`src/rtl/db_pkg.sv`:
```
// Shared constants and helpers for the push-button debouncer array.
// Defaults are sized for the board clock; instances may override them.
package db_pkg;

  localparam int DEF_TICK_DIV     = 50000;
  localparam int DEF_STABLE_TICKS = 4;

  localparam int TDIV_W = $clog2(DEF_TICK_DIV);
  localparam int CNT_W  = $clog2(DEF_STABLE_TICKS + 1);

  // Counter width for a range of v states, never narrower than one bit.
  function automatic int cnt_width(input int v);
    cnt_width = (v <= 2) ? 1 : $clog2(v);
  endfunction

endpackage

```
`src/rtl/db_channel.sv`:
```
// One debounce channel: 2-FF synchroniser, tick-driven stability counter,
// debounced level, registered rise/fall pulses and a sticky press flag.
module db_channel
  import db_pkg::*;
#(
  parameter int STABLE_TICKS = DEF_STABLE_TICKS,
  parameter bit ACTIVE_LOW   = 1'b0,
  parameter int CW           = CNT_W
) (
  input  logic clk,
  input  logic rst,
  input  logic tick,
  input  logic raw,
  input  logic ack,
  output logic level,
  output logic rise,
  output logic fall,
  output logic pend
);

  localparam logic [CW-1:0] CNT_LAST = CW'(STABLE_TICKS - 1);

  logic          sync_a;
  logic          sync_b;
  logic [CW-1:0] cnt;
  logic [CW-1:0] cnt_next;
  logic          level_next;
  logic          rise_next;
  logic          fall_next;
  logic          pend_next;

  // Inversion happens ahead of the chain so an idle active-low pin reads 0.
  always_ff @(posedge clk or posedge rst) begin
    if (rst) begin
      sync_a <= 1'b0;
      sync_b <= 1'b0;
    end else begin
      sync_a <= raw ^ ACTIVE_LOW;
      sync_b <= sync_a;
    end
  end

  always_comb begin
    cnt_next   = cnt;
    level_next = level;
    rise_next  = 1'b0;
    fall_next  = 1'b0;
    if (sync_b == level) begin
      cnt_next = '0;
    end else if (tick) begin
      if (cnt == CNT_LAST) begin
        cnt_next   = '0;
        level_next = sync_b;
        rise_next  = sync_b;
        fall_next  = ~sync_b;
      end else begin
        cnt_next = cnt + 1'b1;
      end
    end
  end

  // Set from the registered rise so an ack arriving with the pulse loses.
  assign pend_next = rise | (pend & ~ack);

  always_ff @(posedge clk or posedge rst) begin
    if (rst) begin
      cnt   <= '0;
      level <= 1'b0;
      rise  <= 1'b0;
      fall  <= 1'b0;
      pend  <= 1'b0;
    end else begin
      cnt   <= cnt_next;
      level <= level_next;
      rise  <= rise_next;
      fall  <= fall_next;
      pend  <= pend_next;
    end
  end

endmodule

```
`src/rtl/btn_debounce_array.sv`:
```
// Multi-channel push-button debouncer: one shared tick prescaler feeding
// N_CH independent debounce channels.
module btn_debounce_array
  import db_pkg::*;
#(
  parameter int N_CH         = 4,
  parameter int TICK_DIV     = DEF_TICK_DIV,
  parameter int STABLE_TICKS = DEF_STABLE_TICKS,
  parameter bit ACTIVE_LOW   = 1'b0
) (
  input  logic            clk,
  input  logic            rst,
  input  logic [N_CH-1:0] btn_raw,
  input  logic [N_CH-1:0] ack,
  output logic [N_CH-1:0] db_level,
  output logic [N_CH-1:0] db_rise,
  output logic [N_CH-1:0] db_fall,
  output logic [N_CH-1:0] press_pend
);

  localparam int TW = cnt_width(TICK_DIV);
  localparam int CW = cnt_width(STABLE_TICKS + 1);
  localparam logic [TW-1:0] TDIV_LAST = TW'(TICK_DIV - 1);

  logic [TW-1:0] tdiv;
  logic          tick;

  assign tick = (tdiv == TDIV_LAST);

  always_ff @(posedge clk or posedge rst) begin
    if (rst) begin
      tdiv <= '0;
    end else if (tick) begin
      tdiv <= '0;
    end else begin
      tdiv <= tdiv + 1'b1;
    end
  end

  for (genvar gi = 0; gi < N_CH; gi++) begin : g_ch
    db_channel #(
      .STABLE_TICKS(STABLE_TICKS),
      .ACTIVE_LOW  (ACTIVE_LOW),
      .CW          (CW)
    ) u_ch (
      .clk  (clk),
      .rst  (rst),
      .tick (tick),
      .raw  (btn_raw[gi]),
      .ack  (ack[gi]),
      .level(db_level[gi]),
      .rise (db_rise[gi]),
      .fall (db_fall[gi]),
      .pend (press_pend[gi])
    );
  end

endmodule

```
`config.mk`:
```
export PLATFORM = sky130hd
export DESIGN_NAME = btn_debounce_array
export DESIGN_NICKNAME = d
export VERILOG_FILES = /design/src/rtl/db_pkg.sv /design/src/rtl/db_channel.sv /design/src/rtl/btn_debounce_array.sv
export SDC_FILE = /design/constraint.sdc
export NUM_CORES = 1
export LEC_CHECK = 0
export ABC_AREA = 0
export CAP_MARGIN = 20
export CORE_MARGIN = 5
export CORE_UTILIZATION = 50
export DETAILED_ROUTE_END_ITERATION = 8
export DONT_BUFFER_PORTS = 1
export PLACE_DENSITY = 0.68
export REMOVE_ABC_BUFFERS = 1
export SLEW_MARGIN = 40
export SYNTH_ARGS = -nofsm -noshare
export SYNTH_HDL_FRONTEND = slang
export SYNTH_HIERARCHICAL = 1
export SYNTH_SLANG_ARGS = --single-unit
export TNS_END_PERCENT = 50
```
`constraint.sdc`:
```
create_clock -name clk -period 2.6 [get_ports clk]
set_input_delay 0.26 -clock clk [delete_from_list [all_inputs] [get_ports clk]]
set_output_delay 0.26 -clock clk [all_outputs]
set_load 0.01 [all_outputs]
```
Yosys cells after proc, flatten, opt, wreduce, memory -nomap -nowiden
Cells that the tools add are included.

Add/sub/neg operators: 5. Eq/ne operators: 9. Muxes and demuxes: 37. Bitwise gates (word level): 20. Reduce and logical (&&, ||, !) cells: 8.

Operators with widths (number): 3-bit two-way mux (12); 1-bit two-way mux (24); 16-bit by 1-bit adder with 16-bit output, second input constant (1); 16-bit equality test, second input constant (1); 16-bit two-way mux (1); 3-bit by 1-bit adder with 3-bit output, second input constant (4); 3-bit by 2-bit equality test with 1-bit output, second input constant (4); 1-bit NOT (12); 3-bit AND reduction (4); 2-bit nonzero test (4); 1-bit bitwise AND (4); 1-bit equality test (4); 1-bit OR (4).

Flip-flop bits (word level): 52. Output and inout bits: 16.

Depth between registers and ports, before layout
Gate-level depths: netlist (run 1).

Word-level depth: 4. Gate-level depth with buffers: 6. Mapped depth without buffers: 6.

Modules after synthesis
The synthesis (run 1) kept the hierarchy.

By module, submodules not included: db_channel (instances 4, cells an instance 27, area each 355.3 um^2); btn_debounce_array (instances 1, cells an instance 68, area each 757.0 um^2).

Worst setup path before layout (run 1)
No wires, ideal clock.

Kind: register to register. From: register tdiv[4]. To: register g_ch[0].u_ch.level. Library setup time: 0.125 ns. Data arrival time: 2.422 ns. Data required time: 2.475 ns. Path slack: 0.053 ns. Cell stages (with the launch flop): 5. Period minus slack after synthesis: 2.547 ns. Cells stage by stage: dfrtp_1 > or4b_4 > nor4_4 > nand3b_2 > mux2_4.

Cells in the longest elaborated chain, start to end: 2.

RTL lines: start: declaration (line btn_debounce_array.sv:25) `logic [TW-1:0] tdiv;`; start signal: assignment (line btn_debounce_array.sv:36) `tdiv <= tdiv + 1'b1;`; 16-bit equality test (line btn_debounce_array.sv:28) `assign tick = (tdiv == TDIV_LAST);`; net tick (line btn_debounce_array.sv:26) `logic tick;`; 3-bit AND reduction (no line); end signal: assignment (line db_channel.sv:74) `level <= level_next;`; end: declaration (line db_channel.sv:15) `output logic level,`.

The timed path passes the listed nets, and every way through them passes these cells. A chain may end at the register's enable or synchronous reset.

Worst setup path in the final report (run 1)
From: register tdiv[4]. To: register g_ch[1].u_ch.level.

Cells in the longest elaborated chain, start to end: 2.

RTL lines (line): 16-bit equality test (btn_debounce_array.sv:28); net tick (btn_debounce_array.sv:26); 3-bit AND reduction (no line); end signal: assignment (db_channel.sv:74); end: declaration (db_channel.sv:15).

The timed path passes the listed nets, and every way through them passes these cells.

==> metrics, run 1 <==
# setup viols final 0; Final Hold Fails 0; top post-synthesis cells by count dfrtp_1 (52), nor2_1 (17), nand2_1 (13); P_leak 1.14 nW; detailed-route via count 1300; gr ovfl total 0; Nets 205; 1st-iter DRT viols 84; # IOs 26; simple-gate portion of the synthesized area 21.6%; sequential-to-total area share from yosys stat 59.7%; Synth Cell Area 2180 sq um; synth warn 6; vias per inst 5.35; Met3 Wirelength 179 microns; Antenna Violating Nets Remaining 0; DRC errors left 0; core area 4290 sq um; period utilization 85.2%; Yosys top cell by area dfrtp_1; TritonCTS clock tree yes; post-synthesis async set-or-reset flop share 100%; clock buffers created by TritonCTS 5; Sequential Power Share 62.3%; number of global-route vias before repair 1368; # port buffers 0; clk_skew 0.0111 ns; Antenna Cells 0; Post-Synthesis Cells 176; metal1 wirelength 1.50 mm; Area growth syn-to-layout 10.3%; Crit. End Element flop; Req. time, crit path 2.78 ns; share of layout cells above drive strength 1 12.6%; max cap viols 0; Switching Fraction 20.9%; GPL Wtd Cong 0.746; min cycle time layout 2.21 ns; Worst Tran Pin Value 0.617 ns; RSZ-0062 raised after global routing false; HPWL Detailed 2.56 mm; PD cells 547 nW/um^2; H-tree Lvls 2; clk sinks 52; #FFs+latches synth 52; internal power 1.04 mW; DRT Wirelength 3.50 mm; antenna violations before repair 0; drt pass-1 iters 6; most common cell in the synthesized netlist dfrtp_1; compound-cell area share of the yosys netlist 2.76%; CP Launch Type flop; Overall Power 1.32 mW; largest net degree at the start of global routing 17; Comb power frac 2.2%; hold_buf cts 5; max-slew violations 0; EDFF count, synth 0; sw power 0.275 mW; gr usage total 13.9%; Hold Path Class primary input to flop; Netlist cell types 27; first-pass GRT wire length 6.47 mm; metal2 WL 1.79 mm; top post-synthesis cells by area dfrtp_1 (60%), xnor2_1 (3.6%), nor2_1 (2.9%), ha_1 (2.9%), xor2_1 (2.8%); WS Path Type flop to flop; Clk pwr share 35.5%; status finished clean; Die W 76.0 microns; top routing layer in use met4; setup TNS 0 ns; crit path DAT 2.40 ns; num rows 24; FMAX 452 MHz; Initial Utilization 50.7%; CTS resizes 0; Reg clk slew, reported paths 0.09 ns; WL per Instance 14.4 microns; largest family of logic cells by synthesized area simple AND/OR/NAND/NOR gates; maximum root-to-sink buffer count 2; Post CTS Setup Buffer Count 0; clk root buf clkbuf_8; critical-path maximum fanout 14; Clk Latency, worst-skew pair 0.30 ns; syn avg cell area 12.4 sq um; post-synthesis mux area share 5.05%; Max-slew headroom 58.9%; peak supply drop 0.385 mV; Die Y 76.0 microns; Synth top area share 59.7%; Synth Area in XOR/XNOR 6.43%; Post-Synth Adder-Cell Area 2.87%; most used flip-flop cell after synthesis dfrtp_1; Filler Cell Count 375; die area 5780 sq um
-- cell type report --
cell class / instances / area (sq um) / area share [%]
Clock buffer: 7 / 86.3 / 3.59
Clock inverter: 1 / 7.51 / 0.313
Inverter: 9 / 33.8 / 1.41
Multi-Input combinational cell: 115 / 843 / 35.1
Sequential cell: 52 / 1300 / 54.2
Tap cell: 52 / 65.1 / 2.71
Timing Repair Buffer: 7 / 65.1 / 2.71
-- cells by family (layout without fill, tap and decap cells) --
logic type,after synthesis,in the layout
AND/OR/NAND/NOR,75,75
flip-flops,52,52
XOR/XNOR,16,16
AO/OA/AOI/OAI,10,10
multiplexers,9,9
buffers and inverters,9,24
adder cells (fa/ha/maj),5,5
-- path summary, 6_finish.rpt --
kind,start,slack [ns],endpoint,cells after the start
setup reg to reg,tdiv[4]$_DFF_PP0_,0.39,g_ch[1].u_ch/level$_DFFE_PP0P_,5
max in group asynchronous,rst,1.62,tdiv[3]$_DFF_PP0_,2
min in group asynchronous,rst,0.45,g_ch[3].u_ch/sync_b$_DFF_PP0_,2
hold / removal,ack[0],0.11,g_ch[0].u_ch/pend$_DFF_PP0_,2
setup / recovery,tdiv[4]$_DFF_PP0_,0.39,g_ch[1].u_ch/level$_DFFE_PP0P_,5
hold reg to reg,g_ch[2].u_ch/sync_a$_DFF_PP0_,0.36,g_ch[2].u_ch/sync_b$_DFF_PP0_,0
-- power by group through the flow --
stage	registers, mW	clock network, mW	logic (mW)
6_report	0.819	0.467	0.0290
5_1_grt	0.820	0.531	0.0349
4_1_cts	0.819	0.486	0.0305
3_5_place_dp	0.835	0	0.0236
3_3_place_gp	0.834	0	0.0223
2_1_floorplan	0.834	0	0.0184
-- per-layer routing --
layer	vias up	track usage [%]
met1	638	17.3
met3	4	4.73
li1	623	-
met4	0	4.27
met5	-	0
met2	35	22.7
-- flip-flops by register name, indices dropped and copies added, names as in the netlist --
name	flops
g_ch.u_ch/rise	4
g_ch.u_ch/sync_a	4
tdiv	16
g_ch.u_ch/fall	4
g_ch.u_ch/pend	4
g_ch.u_ch/level	4
g_ch.u_ch/cnt	12
g_ch.u_ch/sync_b	4
-- cell usage in the layout, fill, tap and decap left out, drive strengths merged --
cell type	netlist	routed
a21o	4	4
a21oi	5	5
and4	1	1
buf	0	2
clkbuf	0	7
clkinvlp	0	1
dfrtp	52	52
dlygate4sd3	0	5
ha	5	5
inv	9	9
mux2	4	4
mux2i	5	5
nand2	13	13
nand2b	9	9
nand3	3	3
nand3b	8	8
nand4	6	6
nor2	17	17
nor2b	1	1
nor3b	8	8
nor4	4	4
o21ai	1	1
or2	1	1
or3	1	1
or4b	1	1
or4bb	2	2
xnor2	9	9
xor2	7	7
-- metrics by stage --
step	instances	cell area [sq um]	util, %	worst slack (ns)	hold WS [ns]
floorplan	176	2180	-	0.0526	0.0879
global placement	230	2260	52.6	0.467	0.117
detailed placement	230	2260	52.6	0.403	0.122
CTS	243	2400	55.9	0.376	0.102
global route	243	2400	55.9	0.280	0.113
finish	243	2400	55.9	0.386	0.113
-- critical path: stages (launching register included) --
cell	delay, ns
dfrtp_1	0.45
or4b_4	0.55
nor4_4	0.38
buf_4	0.27
nand3b_2	0.13
mux2_4	0.31
Note: power is estimated with default switching activity, not from simulation.
==> run 2: changes to the inputs <==
SETUP_SLACK_MARGIN = 0.5   (was unset)
==> metrics, run 2 (synthesis gave the netlist of run 1 again) <==
gr ovfl total 0 (unchanged); Crit path max-delay family simple AND/OR/NAND/NOR gates; registers with the most flip-flops tdiv: 16 flops, g_ch.u_ch/cnt: 12 flops; die area 5780 sq um (unchanged); clk_skew 0.00979 ns (-0.00127 ns); fin area 2580 sq um (+7.4%); core area 4290 sq um (unchanged); vias per inst 5.28 (-1.3%); FF-to-FF path depth 5 (unchanged); Antenna Cells 0 (unchanged); Nets 220 (+7.3%); max reg flops 16 (unchanged); metal1 wirelength 1.65 mm (+9.7%); H-tree Lvls 2 (unchanged); most frequent cells in the layout dfrtp_1 (49), nor2_1 (17), nand2_1 (13), buf_4 (13); Req. time, crit path 2.79 ns (about the same); crit-path cells or4b_4, nor4_4, buf_6, nand3b_4, mux2_4; Die Y 76.0 microns (unchanged); end of the worst hold path g_ch[0].u_ch/pend$_DFF_PP0_; # setup viols final 0 (unchanged); num rows 24 (unchanged); # IOs 26 (unchanged); Worst Tran Pin Value 0.615 ns (-0.00124 ns); Die W 76.0 microns (unchanged); min cycle time layout 2.10 ns (-0.118 ns); TritonCTS clock tree yes; CP peak stage delay 0.53 ns (-0.02 ns); DRC errors left 0 (unchanged); setup TNS 0 ns (unchanged); HPWL Detailed 2.56 mm (unchanged); FMAX 477 MHz (+5.6%); detailed-route via count 1362 (+4.8%); maximum root-to-sink buffer count 2 (unchanged); GPL Wtd Cong 0.746 (unchanged); Max-slew headroom 58.9% (+0.083 points); WS Path Type flop to flop; CP max-delay cell or4b_4; number of global-route vias before repair 1438 (+5.1%); Crit. End Element flop; Area growth syn-to-layout 18.5%; 1st-iter DRT viols 57 (-32%); r2r startpoint tdiv[4]$_DFF_PP0_; first-pass GRT wire length 6.74 mm (+4.2%); share of layout cells above drive strength 1 21.8% (+9.3 points); max-slew violations 0 (unchanged); P_leak 1.37 nW (+20%); critical-path maximum fanout 5 (-9); clock buffers created by TritonCTS 5 (unchanged); CP Launch Type flop; RSZ-0062 raised after global routing true; FF-to-FF End g_ch[1].u_ch/level$_DFFE_PP0P_; post-route core utilization 60.1% (+4.2 points); Area after DPL 2260 sq um (unchanged); hold depth 2 (unchanged); gr usage total 14.5% (+0.58 points); CP bufs+invs 1 (unchanged); Initial Utilization 50.7% (unchanged); hold_sp ack[0]; status finished clean; largest net degree at the start of global routing 17 (unchanged); # port buffers 0 (unchanged); Hold Path Class primary input to flop; Filler Cell Count 357 (-4.8%); WL per Instance 14.8 microns (+2.6%); period utilization 80.6% (-4.5 points); drt pass-1 iters 6 (unchanged); crit path DAT 2.28 ns (-0.12 ns); DRT Wirelength 3.82 mm (+9.0%); PD cells 511 nW/um^2 (-6.6%); largest register by flop count tdiv; top routing layer in use met4; Final Hold Fails 0 (unchanged); peak supply drop 0.388 mV (+0.79%); Met3 Wirelength 178 microns (-0.56%); Antenna Violating Nets Remaining 0 (unchanged); metal2 WL 1.94 mm (+8.3%); clk sinks 52 (unchanged); antenna violations before repair 0 (unchanged); Reg clk slew, reported paths 0.09 ns (about the same); clk root buf clkbuf_8; flop2flop setup slack 0.50 ns (+0.12 ns); commonest non-fill, non-tap cell in the layout dfrtp_1; Clk Latency, worst-skew pair 0.30 ns (about the same); max cap viols 0 (unchanged)
-- run 2: cell types whose count changed in the layout (fill, tap and decap cells not counted), sizes merged --
cell	change
buf	+15
-- run 2: per-layer routing --
layer,GRT usage (%),up-vias
li1,-,650
met1,17.5,676
met2,24.1,30
met3,4.96,6
met4,4.63,0
met5,0,-
-- run 2: how the worst max path moves through the flow --
stage / endpoint / start / slack, ns / cells past startpoint
after floorplan: g_ch[0].u_ch/level$_DFFE_PP0P_ / tdiv[4]$_DFF_PP0_ / 0.05 / 4
after global placement: g_ch[1].u_ch/level$_DFFE_PP0P_ / tdiv[4]$_DFF_PP0_ / 0.47 / 5
after detailed placement: g_ch[0].u_ch/level$_DFFE_PP0P_ / tdiv[4]$_DFF_PP0_ / 0.40 / 5
after CTS: g_ch[2].u_ch/level$_DFFE_PP0P_ / tdiv[13]$_DFF_PP0_ / 0.50 / 5
after global routing: g_ch[2].u_ch/cnt[1]$_DFFE_PP0P_ / tdiv[4]$_DFF_PP0_ / 0.46 / 6
final: g_ch[1].u_ch/level$_DFFE_PP0P_ / tdiv[4]$_DFF_PP0_ / 0.50 / 5
-- run 2: worst register-to-register path: stages (launching register included) --
cell      delay [ns]
dfrtp_2         0.43
or4b_4          0.53
nor4_4          0.41
buf_6           0.20
nand3b_4        0.10
mux2_4          0.30
-- run 2: power breakdown --
group,switching [mW],leakage (nW),internal (mW)
sequential,0.00458,0.690,0.814
clock,0.256,0.0445,0.217
combinational,0.0201,0.639,0.00900
total,0.280,1.37,1.04
-- run 2: layout make-up --
cell class	instances	area, sq um	share of cell area [%]
clock inverters	1	7.51	0.291
clock buffers	7	86.3	3.34
multi-input cells	115	891	34.5
repair buffers	22	193	7.46
inverters	9	33.8	1.31
flip-flops and latches	52	1310	50.6
well taps	52	65.1	2.52
-- run 2: through the flow --
stage | std cells | total power, mW | hold slack [ns] | setup WS, ns
6_report | 258 | 1.32 | 0.110 | 0.504
5_1_grt | 258 | 1.39 | 0.113 | 0.456
4_1_cts | 252 | 1.34 | 0.102 | 0.505
3_5_place_dp | 230 | 0.858 | 0.122 | 0.403
3_3_place_gp | 230 | 0.857 | 0.117 | 0.467
2_1_floorplan | 176 | 0.852 | 0.0879 | 0.0526
-- run 2: timing repair --
item / in CTS / in global routing
endpoints found under the hold margin: 56 / 0
hold buffers: 5 / 0
resized for setup: 6 / 8
endpoints found under the setup margin: 7 / 8
pin swaps: 1 / 1
buffers inserted: 9 / 6
==> run 3: changes to the inputs <==
PLACE_DENSITY = unset   (was 0.68)
clock period = 2.1 ns   (was 2.6 ns; I/O delays follow)
==> metrics, run 3 (synthesis gave the netlist of run 1 again) <==
hold depth 2 (unchanged); DRC errors left 0 (unchanged); gr ovfl total 0 (unchanged); Worst Tran Pin Value 0.633 ns (+0.0176 ns); status finished clean; min cycle time layout 2.02 ns (-0.0713 ns); Final Hold Fails 0 (unchanged); final std cells w/o fill 264 (+2.3%); WL per Instance 14.5 microns (-2.2%); Clk Latency, worst-skew pair 0.30 ns (about the same); RSZ-0062 raised after global routing true; crit path DAT 2.21 ns (-0.07 ns); vias per inst 5.33 (+1.0%); clk_skew 0.00649 ns (-0.00331 ns); peak supply drop 0.456 mV (+17%); antenna violations before repair 0 (unchanged); number of global-route vias before repair 1434 (-0.28%); gr usage total 14.1% (-0.32 points); Reg clk slew, reported paths 0.09 ns (about the same); TritonCTS clock tree yes; PD cells 633 nW/um^2 (+24%); Req. time, crit path 2.29 ns (-0.50 ns); maximum root-to-sink buffer count 2 (unchanged); largest register by flop count tdiv; first-pass GRT wire length 6.60 mm (-2.0%); critical-path maximum fanout 6 (+1); Area after DPL 2340 sq um (+3.5%); CP max-delay cell or4b_4; detailed-route via count 1408 (+3.4%); CP Launch Type flop; Max-slew headroom 57.8% (-1.2 points); Overall Power 1.72 mW (+30%); Nets 226 (+2.7%); Area growth syn-to-layout 24.4%; num rows 24 (unchanged); Antenna Cells 0 (unchanged); FF-to-FF path depth 5 (unchanged); post-route setup slack 0.0752 ns (-0.429 ns); Hold Path Class primary input to flop; Antenna Violating Nets Remaining 0 (unchanged); H-tree Lvls 2 (unchanged); P_leak 1.44 nW (+5.1%); # port buffers 0 (unchanged); GPL Wtd Cong 0.848 (+14%); clock buffers created by TritonCTS 5 (unchanged); CP peak stage delay 0.55 ns (+0.02 ns); clk sinks 52 (unchanged); Placed Cells 239 (+3.9%); flop2flop setup slack 0.08 ns (-0.43 ns); registers with the most flip-flops tdiv: 16 flops, g_ch.u_ch/cnt: 12 flops; max reg flops 16 (unchanged); max cap viols 0 (unchanged); post-route core utilization 63.1% (+3.0 points); period utilization 96.4% (+16 points); Crit. End Element flop; # IOs 26 (unchanged); commonest non-fill, non-tap cell in the layout dfrtp_1; most frequent cells in the layout dfrtp_1 (52), nor2_1 (17), buf_4 (16), nand2_1 (11); core area 4290 sq um (unchanged); setup TNS 0 ns (unchanged); # setup viols final 0 (unchanged); dpl ws 0.0703 ns (-0.333 ns); Die Y 76.0 microns (unchanged); 1st-iter DRT viols 66 (+16%); share of layout cells above drive strength 1 25.5% (+3.6 points); Hold WS 0.0705 ns (-0.0396 ns); FMAX 494 MHz (+3.5%); fin area 2710 sq um (+4.9%); clk root buf clkbuf_8; Initial Utilization 50.7% (unchanged); die area 5780 sq um (unchanged); Die W 76.0 microns (unchanged); drt pass-1 iters 4 (-2); WS Path Type flop to flop; crit-path cells or4b_4, nor4_4, buf_12, nand3b_4, mux2_4; max-slew violations 0 (unchanged); DRT Wirelength 3.82 mm (about the same); HPWL Detailed 2.61 mm (+1.9%); largest net degree at the start of global routing 17 (unchanged)
-- run 3: cell types whose count changed in the layout (fill, tap and decap cells not counted), sizes merged --
| cell | change |
|---|---|
| clkinvlp | -1 |
| clkbuf | -1 |
| buf | +6 |
| clkinv | +1 |
| bufinv | +1 |
-- run 3: final timing paths --
kind / from / to
worst min-delay path: ack[0] / g_ch[0].u_ch/pend$_DFF_PP0_
worst min register to register: g_ch[3].u_ch/sync_a$_DFF_PP0_ / g_ch[3].u_ch/sync_b$_DFF_PP0_
max in group asynchronous: rst / tdiv[5]$_DFF_PP0_
min in group asynchronous: rst / g_ch[3].u_ch/cnt[0]$_DFFE_PP0P_
worst max-delay path: tdiv[4]$_DFF_PP0_ / g_ch[2].u_ch/level$_DFFE_PP0P_
worst max register to register: tdiv[4]$_DFF_PP0_ / g_ch[2].u_ch/level$_DFFE_PP0P_
-- run 3: report_power, final --
group	leakage, nW	internal (mW)	switching [mW]
clock network	0.0552	0.354	0.311
logic	0.695	0.0115	0.0246
registers	0.694	1.01	0.00595
-- run 3: area by class of cell --
type,count,area [sq um]
clock buffer,6,72.6
clock inverter,2,35.0
fill,304,1590
inverter,9,33.8
multi-input combinational,115,923
sequential,52,1300
tap,52,65.1
timing repair buffer,28,278
-- run 3: per-layer routing --
layer  global-route usage, %  part of all wire, %  up-vias
li1                        -                    -      667
met1                    17.0                   41      689
met2                    23.4                   51       43
met3                    4.26                  5.7        9
met4                    5.87                  2.1        0
met5                       0                    0        -
-- run 3: what timing repair did --
action | CTS | global route
cloned | 1 | 0
hold buffers | 5 | 0
pin swaps | 6 | 7
buffers inserted | 7 | 4
resized for setup | 13 | 8
endpoints found under the hold margin | 56 | 0
endpoints found under the setup margin | 35 | 35
-- run 3: worst max-delay path: cells and delay by family (launching register included) --
kind | cells | cell delay (ns)
buffers and inverters | 1 | 0.19
flip-flops | 1 | 0.39
AND/OR/NAND/NOR | 3 | 1.03
multiplexers | 1 | 0.31
